File: src/rtl/approx_error_monitor.sv
// Approximate-adder error monitor: compares approx_sum against the exact
// a+b+cin over a run of N samples and reports error count, max and sum ED.
//
// Ports:
//   clk, rst              clock, synchronous active-high reset
//   start                 one-cycle pulse, starts a run (IDLE/DONE only)
//   cfg_num_samples       run length N, latched on accepted start
//   in_valid / in_ready   sample handshake; in_ready only in RUN
//   a, b, cin             adder operands
//   approx_sum            approximate result, MSB is carry-out
//   busy, done            RUN/DRAIN and DONE status
//   err_count             number of mismatching samples
//   max_ed                largest |exact - approx_sum|
//   sum_ed                sum of |exact - approx_sum|
module approx_error_monitor #(
    parameter int WIDTH = 16,
    parameter int CNT_W = 16
) (
    input  logic               clk,
    input  logic               rst,
    input  logic               start,
    input  logic [CNT_W-1:0]   cfg_num_samples,
    input  logic               in_valid,
    output logic               in_ready,
    input  logic [WIDTH-1:0]   a,
    input  logic [WIDTH-1:0]   b,
    input  logic               cin,
    input  logic [WIDTH:0]     approx_sum,
    output logic               busy,
    output logic               done,
    output logic [CNT_W-1:0]   err_count,
    output logic [WIDTH:0]     max_ed,
    output logic [2*WIDTH:0]   sum_ed
);

    localparam int SW = WIDTH + 1;
    localparam int EW = 2 * WIDTH + 1;

    typedef enum logic [1:0] {
        st_idle,
        st_run,
        st_drain,
        st_done
    } state_t;

    state_t state;
    state_t nxt;

    logic [CNT_W-1:0] n_lat;
    logic [CNT_W-1:0] cnt;

    logic          acc;
    logic          start_acc;
    logic [SW-1:0] exact;

    logic          s1_valid;
    logic [SW-1:0] s1_exact;
    logic [SW-1:0] s1_approx;

    logic          s2_valid;
    logic [SW-1:0] s2_ed;
    logic          s2_mis;

    assign acc       = in_valid && in_ready;
    assign start_acc = start && (state == st_idle || state == st_done);
    assign exact     = SW'(a) + SW'(b) + SW'(cin);

    always_comb begin
        nxt = state;
        unique case (state)
            st_idle, st_done: begin
                if (start)
                    nxt = (cfg_num_samples == '0) ? st_done : st_run;
            end
            st_run: begin
                if (acc && cnt == n_lat - CNT_W'(1))
                    nxt = st_drain;
            end
            st_drain: begin
                // last sample has left both stages and updated the stats
                if (!s1_valid && !s2_valid)
                    nxt = st_done;
            end
            default: nxt = st_idle;
        endcase
    end

    // Status outputs are registered from the next state so they line up
    // with the state register itself.
    always_ff @(posedge clk) begin
        if (rst) begin
            state    <= st_idle;
            in_ready <= 1'b0;
            busy     <= 1'b0;
            done     <= 1'b0;
        end else begin
            state    <= nxt;
            in_ready <= (nxt == st_run);
            busy     <= (nxt == st_run) || (nxt == st_drain);
            done     <= (nxt == st_done);
        end
    end

    always_ff @(posedge clk) begin
        if (rst) begin
            n_lat <= '0;
            cnt   <= '0;
        end else if (start_acc) begin
            n_lat <= cfg_num_samples;
            cnt   <= '0;
        end else if (acc) begin
            cnt   <= cnt + CNT_W'(1);
        end
    end

    // Two-stage datapath; valid bits always advance.
    always_ff @(posedge clk) begin
        if (rst) begin
            s1_valid <= 1'b0;
            s2_valid <= 1'b0;
        end else begin
            s1_valid <= acc;
            s2_valid <= s1_valid;
        end
    end

    always_ff @(posedge clk) begin
        s1_exact  <= exact;
        s1_approx <= approx_sum;
        s2_ed     <= (s1_exact >= s1_approx) ? (s1_exact - s1_approx)
                                             : (s1_approx - s1_exact);
        s2_mis    <= (s1_exact != s1_approx);
    end

    always_ff @(posedge clk) begin
        if (rst) begin
            err_count <= '0;
            max_ed    <= '0;
            sum_ed    <= '0;
        end else if (start_acc) begin
            err_count <= '0;
            max_ed    <= '0;
            sum_ed    <= '0;
        end else if (s2_valid) begin
            if (s2_mis)
                err_count <= err_count + CNT_W'(1);
            if (s2_ed > max_ed)
                max_ed <= s2_ed;
            sum_ed <= sum_ed + EW'(s2_ed);
        end
    end

endmodule

File: config.mk
export PLATFORM = sky130hd
export DESIGN_NAME = approx_error_monitor
export DESIGN_NICKNAME = d
export VERILOG_FILES = /design/src/rtl/approx_error_monitor.sv
export SDC_FILE = /design/constraint.sdc
export NUM_CORES = 1
export LEC_CHECK = 0
export CAP_MARGIN = 20
export CELL_PAD_IN_SITES_DETAIL_PLACEMENT = 1
export CELL_PAD_IN_SITES_GLOBAL_PLACEMENT = 2
export CORE_ASPECT_RATIO = 0.8
export CORE_MARGIN = 2
export CORE_UTILIZATION = 33
export DETAILED_ROUTE_END_ITERATION = 10
export GPL_TIMING_DRIVEN = 1
export HOLD_SLACK_MARGIN = 0.03
export MAX_ROUTING_LAYER = met4
export PLACE_DENSITY = 0.81
export SLEW_MARGIN = 15
export SYNTH_ARGS = -nofsm -noshare
export SYNTH_HDL_FRONTEND = slang
export SYNTH_SLANG_ARGS = --single-unit
File: constraint.sdc
create_clock -name clk -period 5.75 [get_ports clk]
set_clock_uncertainty 0.1 [all_clocks]
set_input_delay 1.4375 -clock clk [delete_from_list [all_inputs] [get_ports clk]]
set_output_delay 1.4375 -clock clk [all_outputs]
set_load 0.05 [all_outputs]
Word level (Yosys, flattened, before mapping)
Cells that the tools add are included.
Widths: inputs -> output; s select.
Storage, ports and cells
  latch bits: 0
  memory bits (writable): 0
  bits of input ports: 70
  memory bits (read-only): 0
  word-level logic and storage cells: 53
  register bits: 157
  output and inout port bits: 69
  memories: 0
Cells by class
  $lt $le $gt $ge: 2
  shift-type cells: 0
  bitwise logic cells: 0
  multipliers: 0
  divide/modulo/power cells: 0
  reductions and logical operators: 14
  eq/ne operators: 8
  multiplexer cells: 6
  add/subtract/negate cells: 8
Operator list (number)
  $sub 17x17->17: 2
  $add 33x17->33: 1
  $add 16x1->16 const B: 2
  $add 16x16->17: 1
  $add 17x1->17: 1
  $ge 17x17->1: 1
  $gt 17x17->1: 1
  $mux 17: 1
  $ne 17x17->1: 1
  $eq 16x16->1: 1
  $logic_not 16->1: 1
  $sub 16x1->16 const B: 1
  $eq 2x2->1 const B: 4
  $mux 2: 4
  $pmux 2 s3: 1
  $eq 2x1->1 const B: 2
  $logic_and 1x1->1: 4
  $reduce_and 2->1: 2
  $reduce_or 2->1: 2
  $logic_not 1->1: 2
  $logic_not 2->1: 1
  $logic_or 1x1->1: 2

Depth between registers and ports, before layout
  depth after elaboration: 7
  mapped depth: 13
  mapped depth without buffers: 13

Least setup slack after synthesis
Ideal clock, no wire load.
  path kind: in2reg
  from: input port a[0]
  to: register s1_exact[16]
  arrival: 3.408 ns
  data required time: 5.528 ns
  stages: 13
  library setup time: 0.122 ns
  path buffers: 0
  slack: 2.120 ns
  cells stage by stage: inv_1 -> fa_1 -> inv_1 -> fa_1 -> a21o_1 -> a21o_1 -> a21oi_1 -> o21ai_1 -> nand4_1 -> a31oi_1 -> a21o_1 -> a21oi_1 -> o21ai_1
On the way
  cells in the longest elaborated chain, start to end: 2
Ends and longest elaborated chain
  start: declaration: RTL line 25  | input logic [WIDTH-1:0] a,
  $add 16x16->17: RTL line 66  | assign exact = SW'(a) + SW'(b) + SW'(cin);
  $add 17x1->17: RTL line 66
  net exact[16]: RTL line 54  | logic [SW-1:0] exact;
  end signal: assignment: RTL line 128  | s1_exact <= exact;
  end: declaration: RTL line 57  | logic [SW-1:0] s1_exact;
The timed path passes the listed nets, and every way through them passes these cells.
A chain may end at the register's enable or synchronous reset.

Final worst setup path
Ends and elaborated chain as after synthesis.

==> flow_metrics.tcl <==
set metrics [dict create \
    dieArea_sq_mm 0.0295 \
    clk_pin_slew_ps 70 \
    grt_pass1_wl_microns 39900 \
    grt_pass1_vias 8012 \
    clkLatencyLatePin_ps 420 \
    finalNonFillerCells 1590 \
    rsz0062_at_grt "false" \
    cts_buffer_depth 2 \
    ir_drop_mv 0.188 \
    ant_nets 0 \
    synth_most_common_cell "dfxtp_1" \
    gp_congestion 0.792 \
    avgViaCountPerCell 4.93 \
    wire_per_inst_microns 15.1 \
    timing.hold.ws_ps 376 \
    clkSinkCount 157 \
    cts-hold-fix-buffers 0 \
    ctsResizeCount 0 \
    initial_core_util 0.338 \
    n_antenna_cell 0 \
    ys_seq_elements 157 \
    antenna_found_initial 0 \
    grt_use_total 0.171 \
    syn2layout_area_growth_pct 25.1 \
    hold_path_class "reg2reg" \
    num_io_pins 139 \
    syn_area_sq_mm 0.00929 \
    die_w_microns 192 \
    post-cts-setup-buffers 0 \
    finalCritPeriodShare 0.667 \
    grt_overflow_total 0 \
    max_cap_violations 0 \
    portBuffers 138 \
    setup_violations 0 \
    critPathLaunchType "primary input" \
    power.leakage_nw 4.79 \
    netlist.area_leader.share 0.338 \
    firstDrtPassIters 6 \
    synth_commonest_cells "157 x dfxtp_1, 97 x nor2_1, 95 x nand2_1" \
    path_max_fanout 2 \
    setup_tns_ps 0 \
    drtIter0Drc 244 \
    root_buffer "clkbuf_16" \
    status "finished clean" \
    final_util 0.422 \
    fmax_mhz 261 \
    slew-limit-headroom 0.584 \
    finalCriticalPeriod_ps 3840 \
    vias 7833 \
    fp.dieH_microns 154 \
    final_nets 1377 \
    synth_ff_type "dfxtp_1" \
    ys_seq_area_frac 0.338 \
    cts.htree.levels 4 \
    synthTopCellsByArea "dfxtp_1 34%, ha_1 12%, xnor2_1 5.1%, a21oi_1 4.5%, mux2i_1 4.2%" \
    hold_viol 0 \
    tightestPinTransition_ps 625 \
    wirelength_microns 24000 \
    path_class "in2reg" \
    synth_edf_count 0 \
    syn-num-nets 1250 \
    num_rows 54 \
    grt_max_degree 40 \
    synthArstFlopShare 0 \
    endpoint_kind "flip-flop" \
    cts_tree "yes" \
    coreArea_sq_mm 0.0275 \
    syn_inst 1086 \
    yosys_warnings 0 \
    cts_buffers 17 \
    p_total_mw 4.07 \
    fillCellCount 3207 \
    yosys.area.top_type "dfxtp_1" \
    worstPathArrival_ps 4040 \
    maxSlewViolCount 0 \
    synth_cell_type_count 69 \
    dp_cells 1557 \
    power.density_mw_per_mm2 351 \
    detailed_place_hpwl_microns 18900 \
    avgSynthCellArea_sq_um 8.55 \
    crit_required_ps 5960 \
    drc 0 \
    layout-drive-gt1-share 0.0506 \
]
[area by class of cell]
class                   count  area [sq um]  area share
flip-flops and latches    157          3140       0.271
clock inverters            15           175      0.0151
repair buffers            143          1430       0.123
clock buffers              17           425      0.0366
inverters                  83           312      0.0268
well taps                 364           455      0.0392
multi-input cells         811          5680       0.489
[layout by cell type, fill, tap and decap left out, types with 6 or more instances in the layout]
master           count
o21ai_1             15
xor2_1              32
a21o_1              18
mux2i_1             39
nand4_1             15
nor2b_1             13
o21a_1              11
nand3_1             24
or3_1               21
nor4_1               6
a21boi_1            10
inv_6                8
nand2b_1            11
nor2_1              97
xnor2_1             54
dfxtp_1            157
clkdlybuf4s50_1    138
o21ai_0             35
nand2_1             95
nor3_1              21
ha_1                89
clkbuf_16           17
a211oi_1             6
and3_1              16
inv_1               83
and2_1              11
a21oi_1             83
a31oi_1             11
[registers in the layout, summed over array words and instances, names as in the netlist]
register	count
busy	1
s2_ed	17
done	1
cnt	16
max_ed	17
n_lat	16
state	2
s1_exact	17
s1_approx	17
sum_ed	33
s2_valid	1
s2_mis	1
err_count	16
s1_valid	1
in_ready	1
[power breakdown]
group          leakage [nW]  switching [mW]  internal, mW  total (mW)
logic                  3.21           0.860         0.668        1.53
clock network         0.295           0.503         0.656        1.16
registers              1.29           0.157          1.23        1.39
[worst paths after layout]
| path | start | to | slack (ps) | depth (start not counted) |
|---|---|---|---|---|
| setup / recovery | a[0] | s1_exact[16] | 1910 | 14 |
| hold / removal | s1_valid | s2_valid | 380 | 1 |
| setup reg to reg | s2_ed[0] | sum_ed[24] | 2290 | 12 |
| hold reg to reg | s1_valid | s2_valid | 380 | 1 |
[cells by family after synthesis]
family / synth area share
and+or+nand+nor: 0.195
AOI/OAI and AO/OA: 0.158
DFF: 0.338
buffers and inverters: 0.0501
adders and majority gates: 0.131
xor gates and xnor gates: 0.0811
muxes: 0.0469
[critical path: stages]
cell	delay (ps)
clkdlybuf4s50_1	390
inv_1	80
fa_1	190
inv_1	50
fa_1	390
a21o_1	200
a21o_1	190
a21oi_1	210
o21ai_1	130
nand4_1	130
a31oi_1	130
a21o_1	200
a21oi_1	210
o21ai_1	100
[metrics by stage]
stage          setup WS [ps]  area, sq um
2_1_floorplan           2120         9290
3_3_place_gp            1510        11000
3_5_place_dp            1430        11000
4_1_cts                 1880        11600
5_1_grt                 1660        11600
6_report                1910        11600
[layer usage]
metal / global-route usage / up-vias / routed length [microns]
met1: 0.227 / 3714 / 12200
met4: 0.0344 / 0 / 159
met2: 0.273 / 100 / 10900
met3: 0.0317 / 13 / 714
met5: - / - / 0
li1: - / 4006 / -
No activity file was read; power rests on OpenSTA's default activity.
